==> config.mk <==
export PLATFORM = sky130hd
export DESIGN_NAME = patch_stim_gen
export DESIGN_NICKNAME = d
export VERILOG_FILES = /design/src/rtl/patch_stim_gen.sv
export SDC_FILE = /design/constraint.sdc
export NUM_CORES = 1
export LEC_CHECK = 0
export BUFFER_PORTS_ARGS = -buffer_cell sky130_fd_sc_hd__buf_2
export CAP_MARGIN = 10
export CORE_MARGIN = 4
export CORE_UTILIZATION = 35
export DETAILED_ROUTE_END_ITERATION = 6
export PLACE_DENSITY = 0.54
export SYNTH_ARGS = -nofsm -noshare
export SYNTH_HDL_FRONTEND = slang
export SYNTH_SLANG_ARGS = --single-unit
export TNS_END_PERCENT = 100
==> constraint.sdc <==
create_clock -name CLK -period 2.7 [get_ports CLK]
set_input_delay 0.405 -clock CLK [delete_from_list [all_inputs] [get_ports CLK]]
set_output_delay 0.405 -clock CLK [all_outputs]
set_load 0.01 [all_outputs]
==> src/rtl/patch_stim_gen.sv <==
// Stimulus source for the patch/weighted-sum path: emits (patch_num, wtsum) beats
// from an XNOR LFSR or a sequential patch counter, seeded and length-limited or free-running.
module patch_stim_gen #(
  parameter int          DELAY   = 1,
  parameter int          LFSR_W  = 12,
  parameter logic [LFSR_W-1:0] TAPS = 12'hE08,
  parameter int          N_PATCH = 600000,
  parameter int          PN_W    = 20,
  parameter int          FP_SIZE = 20,
  parameter logic [3:0]  EXP     = 4'b1000,
  parameter int          CNT_W   = 32
) (
  input  logic               CLK,
  input  logic               RESET,
  input  logic               start,
  input  logic               mode,
  input  logic [LFSR_W-1:0]  seed,
  input  logic [CNT_W-1:0]   count,
  input  logic               stop,
  output logic               out_valid,
  input  logic               out_ready,
  output logic [PN_W-1:0]    patch_num,
  output logic [FP_SIZE-1:0] wtsum,
  output logic               busy,
  output logic               done,
  output logic [CNT_W-1:0]   beats_sent,
  output logic [1:0]         dbg_state
);

  // valid/ready: a beat transfers on any cycle with out_valid && out_ready; once raised,
  // out_valid and the beat hold until that transfer, unless stop or RESET ends the stream.
  typedef enum logic [1:0] {S_IDLE = 2'd0, S_RUN = 2'd1, S_DONE = 2'd2} state_t;

  localparam logic [PN_W-1:0] PN_LAST = PN_W'(N_PATCH - 1);

  state_t               state_q, state_d;
  logic [LFSR_W-1:0]    lfsr_q, lfsr_d;
  logic [PN_W-1:0]      pcnt_q, pcnt_d;
  logic                 mode_q, mode_d;
  logic                 free_q, free_d;
  logic [CNT_W-1:0]     rem_q, rem_d;
  logic [CNT_W-1:0]     beats_q, beats_d;
  logic [PN_W-1:0]      pn_q, pn_d;
  logic [FP_SIZE-1:0]   ws_q, ws_d;
  logic                 valid_q, valid_d;
  logic                 busy_q, busy_d;
  logic                 done_q, done_d;

  logic [LFSR_W-1:0]    seed_fix;
  logic [LFSR_W-1:0]    lfsr_nx;
  logic [PN_W-1:0]      pcnt_nx;
  logic                 accept;
  logic                 last_beat;

  function automatic logic [LFSR_W-1:0] lfsr_step(input logic [LFSR_W-1:0] l);
    return {l[LFSR_W-2:0], ~^(l & TAPS)};
  endfunction

  // Sign-like MSB, fixed exponent, remaining LFSR bits, zero-padded at the LSB end.
  function automatic logic [FP_SIZE-1:0] fmt_wtsum(input logic [LFSR_W-1:0] l);
    logic [LFSR_W+3:0] core;
    core = {l[LFSR_W-1], EXP, l[LFSR_W-2:0]};
    return FP_SIZE'(core) << (FP_SIZE - LFSR_W - 4);
  endfunction

  always_comb begin
    // An all-ones seed would lock the XNOR LFSR, so it is replaced by zero.
    seed_fix  = (&seed) ? '0 : seed;
    lfsr_nx   = lfsr_step(lfsr_q);
    pcnt_nx   = (pcnt_q == PN_LAST) ? '0 : pcnt_q + 1'b1;
    accept    = valid_q && out_ready;
    last_beat = accept && !free_q && (rem_q == CNT_W'(1));

    state_d = state_q;
    lfsr_d  = lfsr_q;
    pcnt_d  = pcnt_q;
    mode_d  = mode_q;
    free_d  = free_q;
    rem_d   = rem_q;
    beats_d = beats_q;
    pn_d    = pn_q;
    ws_d    = ws_q;
    valid_d = valid_q;
    busy_d  = busy_q;
    done_d  = 1'b0;

    case (state_q)
      S_IDLE: begin
        if (start) begin
          state_d = S_RUN;
          lfsr_d  = seed_fix;
          pcnt_d  = '0;
          mode_d  = mode;
          free_d  = (count == '0);
          rem_d   = count;
          beats_d = '0;
          pn_d    = mode ? '0 : PN_W'(seed_fix);
          ws_d    = fmt_wtsum(seed_fix);
          valid_d = 1'b1;
          busy_d  = 1'b1;
        end
      end
      S_RUN: begin
        if (accept) begin
          lfsr_d  = lfsr_nx;
          pcnt_d  = pcnt_nx;
          beats_d = beats_q + 1'b1;
          if (!free_q) rem_d = rem_q - 1'b1;
          pn_d    = mode_q ? pcnt_nx : PN_W'(lfsr_nx);
          ws_d    = fmt_wtsum(lfsr_nx);
        end
        if (stop || last_beat) begin
          state_d = S_DONE;
          valid_d = 1'b0;
          busy_d  = 1'b0;
          done_d  = 1'b1;
          pn_d    = '0;
          ws_d    = '0;
        end
      end
      S_DONE: state_d = S_IDLE;
      default: state_d = S_IDLE;
    endcase
  end

  always_ff @(posedge CLK) begin
    if (RESET) begin
      state_q <= S_IDLE;
      lfsr_q  <= '0;
      pcnt_q  <= '0;
      mode_q  <= 1'b0;
      free_q  <= 1'b0;
      rem_q   <= '0;
      beats_q <= '0;
      pn_q    <= '0;
      ws_q    <= '0;
      valid_q <= 1'b0;
      busy_q  <= 1'b0;
      done_q  <= 1'b0;
    end else begin
      state_q <= state_d;
      lfsr_q  <= lfsr_d;
      pcnt_q  <= pcnt_d;
      mode_q  <= mode_d;
      free_q  <= free_d;
      rem_q   <= rem_d;
      beats_q <= beats_d;
      pn_q    <= pn_d;
      ws_q    <= ws_d;
      valid_q <= valid_d;
      busy_q  <= busy_d;
      done_q  <= done_d;
    end
  end

  assign out_valid  = valid_q;
  assign patch_num  = pn_q;
  assign wtsum      = ws_q;
  assign busy       = busy_q;
  assign done       = done_q;
  assign beats_sent = beats_q;
  assign dbg_state  = state_q;

  // LFSR values must stay inside the patch range when used directly as patch_num.
  assert property (@(posedge CLK) disable iff (RESET)
    (valid_q && !mode_q) |-> (DELAY >= 0 && (2 ** LFSR_W) <= N_PATCH))
    else $error("LFSR range exceeds N_PATCH in LFSR mode");

endmodule

Yosys cells after proc, flatten, opt, wreduce, memory -nomap -nowiden

Cells that the tools add are included.

Register bits after elaboration: 142

Add/subtract/negate cells: 3
Reductions and logical operators: 17
Muxes and demuxes: 32
Equal/unequal tests: 8
Bitwise gates (word level): 1

Operator list:

| operator              | number |
|---|---|
| $mux 20               | 10 |
| $mux 32               | 5 |
| $pmux 32 s2           | 2 |
| $pmux 20 s2           | 3 |
| $mux 12               | 4 |
| $add 32x1->32 const B | 1 |
| $eq 32x1->1 const B   | 1 |
| $logic_not 32->1      | 1 |
| $sub 32x1->32 const B | 1 |
| $pmux 12 s2           | 1 |
| $add 20x1->20 const B | 1 |
| $eq 20x20->1 const B  | 1 |
| $reduce_and 12->1     | 1 |
| $reduce_xnor 12->1    | 1 |
| $reduce_and 3->1      | 3 |
| $ne 2x2->1 const B    | 4 |
| $mux 2                | 2 |
| $pmux 2 s2            | 1 |
| $reduce_and 2->1      | 2 |
| $reduce_and 4->1      | 1 |
| $logic_and 1x1->1     | 3 |
| $mux 1                | 3 |
| $ne 3x3->1 const B    | 1 |
| $eq 2x1->1 const B    | 1 |
| other kinds (7)       | 7 |

Longest topological paths before layout

Gate-level depths: netlist of run 1.

Depth in word-level cells: 6
Depth in mapped cells: 9
Depth with buffers taken out: 7

Worst setup path after synthesis of run 1

Ideal clock, no wire load.

Path kind: register to register
Start point: register rem_q[1]
End point: register ws_q[10] (netlist: wtsum[10])
Stages on the path, launching flop included: 9
Library setup time: 0.132 ns
Clock period less this slack: 2.130 ns
Data required time: 2.568 ns
Data arrival time: 1.998 ns
Setup slack: 0.570 ns
Path through: dfxtp_1 -> inv_1 -> ha_1 -> or4b_2 -> nor4_4 -> a311oi_4 -> buf_6 -> a221oi_2 -> nor3_1

Longest elaborated chain between the ends: 5

RTL lines:

| item                                                             | RTL line | source |
|---|---|---|
| from (decl)                                                      | 41       | `logic [CNT_W-1:0] rem_q, rem_d;` |
| from (signal assigned)                                           | 146      | `rem_q <= rem_d;` |
| $eq 32x1->1 *                                                    | 72       | `last_beat = accept && !free_q && (rem_q == CNT_W'(1));` |
| $logic_and 1x1->1 *                                              | 72       |  |
| $logic_or 1x1->1 *                                               | 112      | `if (stop \|\| last_beat) begin` |
| $ne 3x3->1 (no line) / $mux 20 (equally long branches)           | -        |  |
| $reduce_and 3->1 (no line) / $pmux 20 s2 (equally long branches) | -        |  |
| to (signal assigned)                                             | 149      | `ws_q <= ws_d;` |
| to (decl)                                                        | 44       | `logic [FP_SIZE-1:0] ws_q, ws_d;` |

Mark *: on every way between the ends. The rest lies on a longest branch, timed or not.
A chain may end at the register's enable or synchronous reset.

Worst setup path in the final report of run 1

Start point: register rem_q[0]
End point: register pn_q[12] (netlist: patch_num[12])

Longest elaborated chain between the ends: 5

RTL lines:

| item                                                             | RTL line | source |
|---|---|---|
| $eq 32x1->1 *                                                    | 72       |  |
| $logic_and 1x1->1 *                                              | 72       |  |
| $logic_or 1x1->1 *                                               | 112      |  |
| $ne 3x3->1 (no line) / $mux 20 (equally long branches)           | -        |  |
| $reduce_and 3->1 (no line) / $pmux 20 s2 (equally long branches) | -        |  |
| to (signal assigned)                                             | 148      | `pn_q <= pn_d;` |
| to (decl)                                                        | 43       | `logic [PN_W-1:0] pn_q, pn_d;` |

Marks and branches as above.

==> key figures, run 1 <==
Critical path
  • Critical Path AT: 2720 ps
  • Worst setup EP type: register
  • Slowest CP cell: or4b_2
  • Delay-heaviest family, CP: simple AND/OR/NAND/NOR gates
  • CP Cell Sequence: ha_1, or4b_2, nor4_4, a311oi_4, buf_4, and2_1, a32o_1
  • Crit path max fanout: 25
  • Worst setup SP type: register
  • Worst Path Class, Setup: reg -> reg
  • WP buf/inv: 1
  • Critical Path RT: between 3000 and 4000 ps
  • CP peak stage delay: about 650 ps

Detailed routing
  • Final wirelength: between 20000 and 25000 um
  • Avg WL per Cell: about 17 um
  • Final ANT Viol Nets: 0
  • Via Count: between 7000 and 8000
  • Drt pass-1 iters: 5
  • # DRC: 0
  • Vias per cell: ~5.6
  • 1st-iter DRT viols: 402

Die
  • Boundary Pins: between 100 and 150
  • Num rows: between 50 and 60
  • Initial Utilization: between 30% and 40%
  • Core Box Area: approximately 20000 sq um
  • Die X: ~150 um
  • Die ar.: 22900 sq um
  • Die height: 151 um

Layout
  • Post-Layout Cell Count: ~1300
  • Layout cells sized above 1: 21.2%
  • Fin area: around 8700 sq um
  • ANT cells: 0
  • Final Core Density: 43.2%
  • Fin nets: approximately 1100
  • Synthesis-to-layout area growth: 21.5%

Global routing
  • Largest net degree at the start of global routing: 44
  • Vias in the first global route: around 6600
  • First-pass GRT wire length: between 30000 and 40000 um
  • Initial antenna violation count: 0
  • Total track usage: around a fifth
  • Total gr overflow: 0

Clock tree
  • Post-CTS Hold Buffers: 0
  • CTS tree: built
  • Root buffer cell: clkbuf_16
  • Worst skew pair latency: 430 ps
  • Clk buf depth: 2
  • Clk slew on worst S/H paths: about 70 ps
  • PostCTS Resize Cnt: 0
  • Htree depth: 4
  • Clock buffer count from CTS: 17
  • Sink Count: 135
  • Post-CTS setup buffer count: 0

Logic synthesis
  • Mean Syn Cell Area: 8.04 sq um
  • Synth unique cells: 70
  • Post-synth EDFFs: 0
  • Async SR Flop Fraction: 0%
  • Yosys warnings: 0
  • Seq cells post-synth: approximately 140
  • Seq/Total Area, Yosys: between 30% and 40%
  • Synth Cell Area: roughly 7200 sq um
  • Mapped Cells: 896
  • Top FF cell, synth: dfxtp_1

STA
  • Final hold slack: roughly 270 ps
  • Setup WS post-layout: between 200 and 300 ps
  • Final min period: 2400 ps
  • Unrepaired setup endpoints after global routing: false
  • Final setup fails: 0
  • Layout Skew: 12.7 ps
  • Fin crit share: around nine tenths
  • Fmax: ~0.42 GHz
  • Worst-Margin Slew: 703 ps
  • Setup tns final: 0 ps
  • Fin. Hold Viols: 0
  • Max Slew Vio Count: 0
  • Max_slew headroom: between 50 and 60%

Run
  • MaxCap Viol Count: 0

Placement
  • Port bufs: 119
  • GPL Wtd Cong: just over 0.8
  • DP HPWL: 15700 um
  • Post-DP Area: approximately 8000 sq um
  • Placed cell count: 1258
  • Setup WS pre-CTS: roughly 310 ps

Pwr
  • Max VDD drop: approximately 0.47 mV
  • Pwr Total: 5.41 mW
  • Seq pwr share: 40.8%
  • PwrDens: 619 nW/um^2
  • Clk network pwr share: between 40% and 50%
  • Net Sw Power: roughly 1.7 mW
  • Switch share: a little under a third
  • Power share of the combinational group: 17.0%
  • P_leak: between 3 and 4 nW
  • Internal: between 3 and 4 mW

Run status
  • Outcome: finished clean

Min path
  • Hold crit path type: in -> reg
-- sequential cells by signal, summed over array words and instances, names as in the netlist --
name        cells
wtsum          13
patch_num      20
mode_q          1
pcnt_q         20
free_q          1
done            1
rem_q          32
dbg_state       2
lfsr_q         12
beats_sent     32
busy            1
-- routing by layer --
layer / share of wire [%] / vias up / global-route usage, %
met5: 0 / - / 0
met4: 1.3 / 0 / 5.89
met3: 5.5 / 22 / 3.23
met2: 44 / 194 / 28.9
met1: 49 / 3383 / 27.9
li1: - / 3581 / -
-- placed cells by master (no fill, tap or decap), types with 21 or more instances in the layout --
cell / Yosys / layout
dfxtp_1: 135 / 135
buf_2: 8 / 119
nor2_1: 104 / 104
a21oi_1: 70 / 69
nand2_1: 61 / 61
o21ai_0: 58 / 58
nand3_1: 40 / 40
nor3_1: 40 / 40
buf_4: 8 / 36
nand4_1: 24 / 24
and3_1: 23 / 23
xor2_1: 21 / 21
-- worst paths after layout --
check	startpoint	endpoint	slack (ps)	depth (start not counted)
max	rem_q[0]	patch_num[12]	300	7
min reg2reg	patch_num[17]	patch_num[17]	450	2
min	mode	mode_q	270	3
max reg2reg	rem_q[0]	patch_num[12]	300	7
-- worst reg2reg max path: stages, from the launching register on --
cell and delay [ps]:
dfxtp_1 420, ha_1 170, or4b_2 650, nor4_4 240, a311oi_4 120, buf_4 260
and2_1 210, a32o_1 240
-- final cells by class --
type | instances | area (sq um)
Clock buffer | 18 | 439
Clock inverter | 14 | 133
Fill cell | 2093 | 11500
Inverter | 6 | 22.5
Multi-Input combinational cell | 691 | 4230
Sequential cell | 135 | 2700
Tap cell | 270 | 338
Timing Repair Buffer | 156 | 886
-- logic make-up (layout without fill, tap and decap cells) --
group	count (synthesis)	count (layout)	synth area share [%]
compound gates	259	259	24.5
xor+xnor	39	39	4.74
fa+ha+maj	4	4	0.695
buf+inv	76	194	4.62
flops	135	135	37.5
mux	2	2	0.295
other cells	1	7	0.0521
simple gates	380	380	27.5
-- cell usage after synthesis (16+ instances only) --
library cell  number  area share [%]
dfxtp_1          135              38
nor2_1           104             5.4
a21oi_1           70             4.9
nand2_1           61             3.2
o21ai_0           58             4.0
clkbuf_1          47             2.5
nand3_1           40             2.8
nor3_1            40             2.8
nand4_1           24             2.1
and3_1            23             2.0
a211oi_1          21             2.2
xor2_1            21             2.6
a31oi_1           20             1.7
xnor2_1           18             2.2
a221oi_1          16             1.9
-- power groups by stage --
| stage | Clock [mW] | Sequential, mW | Combinational (mW) |
|---|---|---|---|
| finish | 2.28 | 2.21 | 0.921 |
| global route | 2.41 | 2.22 | 1.03 |
| CTS | 2.33 | 2.21 | 0.925 |
| detailed placement | 0 | 2.25 | 0.922 |
| global placement | 0 | 2.25 | 0.924 |
| floorplan | 0 | 2.24 | 0.592 |
(Power assumes the default switching activity.)
==> run 2: changes to the inputs <==
Settings changed: ABC_AREA set to 1, REMOVE_ABC_BUFFERS set to 1.
==> run 2 against run 1 <==
Net effect: sequential share of layout area fell by 2.1 points; routed wire length rose by 15%; flip-flop and latch count is the same; cell count increased by 31%; worst setup slack improved by 190 ps; total power up 3.6%; clock power increased by 4%; sequential power about the same; non-clock buffer count down 23; combinational power grew 13%; register-to-register slack gained 190 ps; maximum frequency grew 8.7%; largest power group unchanged.
==> key figures, run 2 <==
Clock tree
  • Clk slew on worst S/H paths: 60 ps
  • Post-CTS Hold Buffers: 0
  • Htree depth: 4
  • PostCTS Resize Cnt: 0
  • Sink Count: 135
  • CTS tree: built
  • Worst skew pair latency: 430 ps
  • Post-CTS setup buffer count: 0
  • Root buffer cell: clkbuf_16
  • Clock buffer count from CTS: 17
  • Clk buf depth: 2

Pwr
  • Max VDD drop: roughly 0.34 mV
  • P_leak: roughly 4.0 nW
  • Net Sw Power: approximately 1.8 mW
  • Clk network pwr share: ~42%
  • Pwr Total: roughly 5.6 mW
  • Power share of the combinational group: 18.6%
  • Seq pwr share: 39.3%
  • Switch share: between 30% and 40%
  • Internal: ~3.8 mW
  • PwrDens: slightly below 600 nW/um^2

Logic synthesis
  • Mean Syn Cell Area: between 6 and 7 sq um
  • Yosys warnings: 0
  • Count leader, synth: nand2_1
  • Synth unique cells: between 40 and 50
  • Compound-Gate Fraction of Synth Area: between 15 and 20%
  • Async SR Flop Fraction: 0%
  • Synth area leader: dfxtp_1
  • Synth Cell Area: 8010 sq um
  • Synth top cells by count: 298 x nand2_1, 221 x nor2_1, 135 x dfxtp_1
  • Area contributors post-synth: dfxtp_1 34%, nand2_1 14%, nor2_1 10%
  • Seq cells post-synth: ~140
  • Main combinational cell family by area after synthesis: simple AND/OR/NAND/NOR gates
  • Top FF cell, synth: dfxtp_1
  • XOR/XNOR share of the synthesized area: under 10%
  • Post-synthesis mux area share: 0%
  • Simple-Gate Fraction of Synth Area: 38.4%
  • Mapped Cells: 1289
  • Seq/Total Area, Yosys: 33.7%
  • Post-synth EDFFs: 0
  • Synth Area in Adders: less than 1%
  • Yosys top cell area share: approximately 34%

STA
  • Unrepaired setup endpoints after global routing: false
  • Fin crit share: between 80% and 90%
  • Final hold slack: slightly above 300 ps
  • Final min period: 2210 ps
  • Final setup fails: 0
  • Max Slew Vio Count: 0
  • Fin. Hold Viols: 0
  • Fmax: about 0.45 GHz
  • Max_slew headroom: between 50% and 60%
  • Setup tns final: 0 ps
  • Layout Skew: 14.0 ps
  • Worst-Margin Slew: between 600 and 700 ps

Global routing
  • Largest net degree at the start of global routing: 55
  • Total gr overflow: 0
  • Total track usage: 19.6%
  • Initial antenna violation count: 0
  • Vias in the first global route: 8087
  • First-pass GRT wire length: ~42000 um

Layout
  • Fin nets: around 1400
  • Fin area: between 9000 and 10000 sq um
  • Commonest cells after routing, fill and taps aside: 298 x nand2_1, 221 x nor2_1, 135 x dfxtp_1, 124 x inv_1
  • Layout cells sized above 1: between 10 and 15%
  • ANT cells: 0
  • Most common cell after layout, fill and taps aside: nand2_1
  • Synthesis-to-layout area growth: 17.3%

Min path
  • Hold Crit Start: count[0]
  • Hold crit path type: in -> reg
  • Hold endpoint: rem_q[0]
  • WHS Path Cells: 3

Critical path
  • Critical Path RT: roughly 3000 ps
  • Worst Path Class, Setup: reg -> reg
  • Crit path max fanout: 8
  • Reg-to-reg endpoint: patch_num[8]
  • R2R Path Start: pcnt_q[0]
  • Worst-case reg-to-reg path depth: 9
  • Worst setup EP type: register
  • Worst setup SP type: register
  • Critical Path AT: 2520 ps
  • R2r setup slk: about 500 ps

Placement
  • GPL Wtd Cong: 0.887
  • Post-DP Area: 8810 sq um
  • DP HPWL: roughly 18000 um
  • Port bufs: approximately 120

Die
  • Initial Utilization: a little over a third
  • Die height: about 160 um
  • Boundary Pins: about 130
  • Core Box Area: ~23000 sq um
  • Die ar.: between 20000 and 30000 sq um
  • Num rows: 55
  • Die X: roughly 160 um

Detailed routing
  • Final wirelength: 25200 um
  • 1st-iter DRT viols: 534
  • Avg WL per Cell: about 15 um
  • # DRC: 0
  • Drt pass-1 iters: 5
  • Final ANT Viol Nets: 0
  • Via Count: around 8500
  • Vias per cell: 5.05

Run
  • MaxCap Viol Count: 0

Run status
  • Outcome: finished clean
## run 2: cell types whose count changed in the layout (fill, tap and decap cells not counted), sizes merged, moves of 18 or more
cell   delta
inv     +115
buf      -23
nand3    +55
a31oi    -18
nand2   +241
a21oi    +49
nor2    +129
and3     -21
o21ai    +32
## run 2: cell families (layout without fill, tap and decap cells)
| kind of cell | after synthesis | in the layout |
|---|---|---|
| flip-flops | 135 | 135 |
| other | 1 | 7 |
| AO/OA/AOI/OAI | 234 | 234 |
| AND/OR/NAND/NOR | 710 | 710 |
| buffers and inverters | 188 | 295 |
| adder cells (fa/ha/maj) | 4 | 4 |
| XOR/XNOR | 17 | 17 |
## run 2: per-stage QoR
stage | setup slack (ps) | cells | utilization (%)
2_1_floorplan | 74.6 | 1237 | -
3_3_place_gp | 491 | 1655 | 39.0
3_5_place_dp | 438 | 1655 | 39.0
4_1_cts | 551 | 1687 | 41.6
5_1_grt | 226 | 1687 | 41.6
6_report | 491 | 1687 | 41.6
## run 2: how the worst max path moves through the flow
| stage | start | slack [ps] | to |
|---|---|---|---|
| after detailed placement | out_ready | 440 | rem_q[2] |
| after CTS | pcnt_q[0] | 550 | patch_num[8] |
| after global routing | dbg_state[0] | 230 | rem_q[10] |
| after floorplan | dbg_state[0] | 70 | rem_q[10] |
| final | pcnt_q[0] | 490 | patch_num[8] |
| after global placement | out_ready | 490 | rem_q[13] |
## run 2: power groups by stage
stage | clock (mW) | combinational (mW) | sequential, mW
after floorplan | 0 | 0.661 | 2.24
after global placement | 0 | 1.03 | 2.25
after detailed placement | 0 | 1.03 | 2.25
after CTS | 2.41 | 1.04 | 2.20
after global routing | 2.51 | 1.18 | 2.22
final | 2.36 | 1.04 | 2.21
## run 2: critical path, stage by stage (launching register included)
cell	delay, ps
dfxtp_1	500
ha_1	220
nand3_1	160
nor3_1	260
nand3b_1	330
buf_4	280
a21oi_1	160
nor2_1	70
nor2_1	90
nor2_1	40
## run 2: cell type report
cell class / count / area, sq um
Tap cell: 285 / 357
Clock buffer: 19 / 443
Multi-Input combinational cell: 972 / 4560
Fill cell: 2488 / 13200
Timing Repair Buffer: 133 / 701
Clock inverter: 13 / 146
Inverter: 130 / 489
Sequential cell: 135 / 2700
## run 2: metal layers
layer,track usage (%),vias up,wire length (um)
li1,-,4404,-
met1,28.1,3897,12700
met2,31.2,197,11100
met3,3.08,15,1180
met4,4.22,0,227
met5,0,-,0
==> run 3: changes to the inputs <==
Clock period 2.7 ns to 2.2 ns, I/O delays scaled along.
==> run 3 against run 2 <==
Net effect: first-iteration DRC count increased by 23%; die area unchanged; maximum frequency grew 17%; clock skew down 1.0 ps; clock power up 36%; critical path depth is 1 lower; flip-flop and latch count unchanged; utilization is 0.74 points higher; combinational power rose by 25%.
==> key figures, run 3 (same netlist as run 2, synthesis figures left out) <==
Run status
  • Outcome: finished clean

Layout
  • Fin area: 9560 sq um
  • Synthesis-to-layout area growth: 19.4%
  • Layout cells sized above 1: between 10% and 20%
  • Post-Layout Cell Count: approximately 1700
  • Commonest cells after routing, fill and taps aside: 298 x nand2_1, 221 x nor2_1, 135 x dfxtp_1, 124 x inv_1
  • ANT cells: 0
  • Most common cell after layout, fill and taps aside: nand2_1
  • Fin nets: between 1000 and 1500

Die
  • Core Box Area: roughly 23000 sq um
  • Boundary Pins: between 100 and 150
  • Die height: roughly 160 um
  • Num rows: 55
  • Die X: 159 um
  • Initial Utilization: 35.5%
  • Die ar.: approximately 25000 sq um

Critical path
  • Crit path max fanout: 6
  • Critical Path RT: approximately 2500 ps
  • WP buf/inv: 1
  • Delay-heaviest family, CP: simple AND/OR/NAND/NOR gates
  • Worst setup SP type: register
  • CP peak stage delay: around 340 ps
  • Critical Path AT: 2210 ps
  • CP Cell Sequence: nor2_1, nand2_1, nor2_1, nand4_1, nand3_1, inv_2, a21oi_1, nor2_1
  • Worst setup EP type: register
  • Most used cell along the critical path: nor2_1
  • Worst Path Class, Setup: reg -> reg
  • Slowest CP cell: dfxtp_1

STA
  • Fmax: around 0.53 GHz
  • Unrepaired setup endpoints after global routing: false
  • Worst-Margin Slew: between 500 and 600 ps
  • Max Slew Vio Count: 0
  • Max_slew headroom: 65.4%
  • Fin. Hold Viols: 0
  • Setup tns final: 0 ps
  • Final setup fails: 0
  • Final min period: 1900 ps
  • Layout Skew: about 13 ps
  • Fin crit share: between 80 and 90%

Detailed routing
  • 1st-iter DRT viols: ~660
  • Final ANT Viol Nets: 0
  • Drt pass-1 iters: 5
  • # DRC: 0
  • Vias per cell: between 4 and 5
  • Avg WL per Cell: about 15 um
  • Via Count: about 8400
  • Final wirelength: 24900 um

Global routing
  • Initial antenna violation count: 0
  • Largest net degree at the start of global routing: 56
  • Total track usage: around 20%
  • Vias in the first global route: ~8100
  • Total gr overflow: 0
  • First-pass GRT wire length: 41500 um

Placement
  • GPL Wtd Cong: ~0.9
  • Port bufs: around 120
  • Placed cell count: approximately 1700
  • Post-DP Area: ~9000 sq um
  • DP HPWL: roughly 19000 um

Clock tree
  • PostCTS Resize Cnt: 0
  • Clock buffer count from CTS: 17
  • Worst skew pair latency: about 430 ps
  • Sink Count: approximately 140
  • Clk buf depth: 2
  • Root buffer cell: clkbuf_16
  • CTS tree: built
  • Clk slew on worst S/H paths: roughly 70 ps
  • Htree depth: 4

Pwr
  • Max VDD drop: about 0.41 mV
  • Pwr Total: between 7 and 8 mW
  • PwrDens: 753 nW/um^2
  • P_leak: 4.04 nW

Min path
  • Hold crit path type: in -> reg

Run
  • MaxCap Viol Count: 0
## run 3: changes by cell type in the layout (fill, tap and decap cells not counted), sizes merged
cell	change
bufinv	+3
clkbuf	-1
clkinvlp	-1
buf	+9
inv	-1
## run 3: where the power goes
part	internal [mW]	switching, mW	total, mW
clock network	2.03	1.17	3.20
registers	2.58	0.121	2.70
logic	0.439	0.865	1.30
total	5.05	2.16	7.20
## run 3: cell type report
class / count / area [sq um]
fillers: 2478 / 13000
multi-input cells: 972 / 4560
flip-flops and latches: 135 / 2700
repair buffers: 142 / 806
inverters: 130 / 489
clock buffers: 18 / 429
well taps: 285 / 357
clock inverters: 14 / 223
## run 3: worst min-delay path: cells and delay by family
| kind | cells | cell delay (ps) |
|---|---|---|
| AOI/OAI and AO/OA | 2 | 180 |
| buffers and inverters | 1 | 100 |
## run 3: final timing paths
| kind | startpoint | slack [ps] | end | cells past startpoint |
|---|---|---|---|---|
| max | rem_q[16] | 300 | patch_num[5] | 8 |
| min | count[2] | 230 | rem_q[2] | 3 |
| max reg2reg | rem_q[16] | 300 | patch_num[5] | 8 |
| min reg2reg | pcnt_q[1] | 500 | pcnt_q[1] | 2 |
## run 3: per-stage QoR
stage	hold WS, ps	utilization (%)	worst slack [ps]
floorplan	399	-	-425
global placement	472	39.4	254
detailed placement	486	39.4	217
CTS	219	42.3	192
global route	263	42.4	16.3
finish	232	42.4	304
## run 3: what timing repair did
item | in CTS | in global routing
setup buffers | 0 | 1
setup endpoints to repair | 0 | 8
hold buffers | 0 | 0
## run 3: layer usage
metal	wire (um)	global-route usage, %	vias to the layer above
met5	0	0	-
met4	277	3.83	0
met3	1010	3.31	19
met2	11100	31.1	161
met1	12500	28.2	3812
li1	-	-	4419
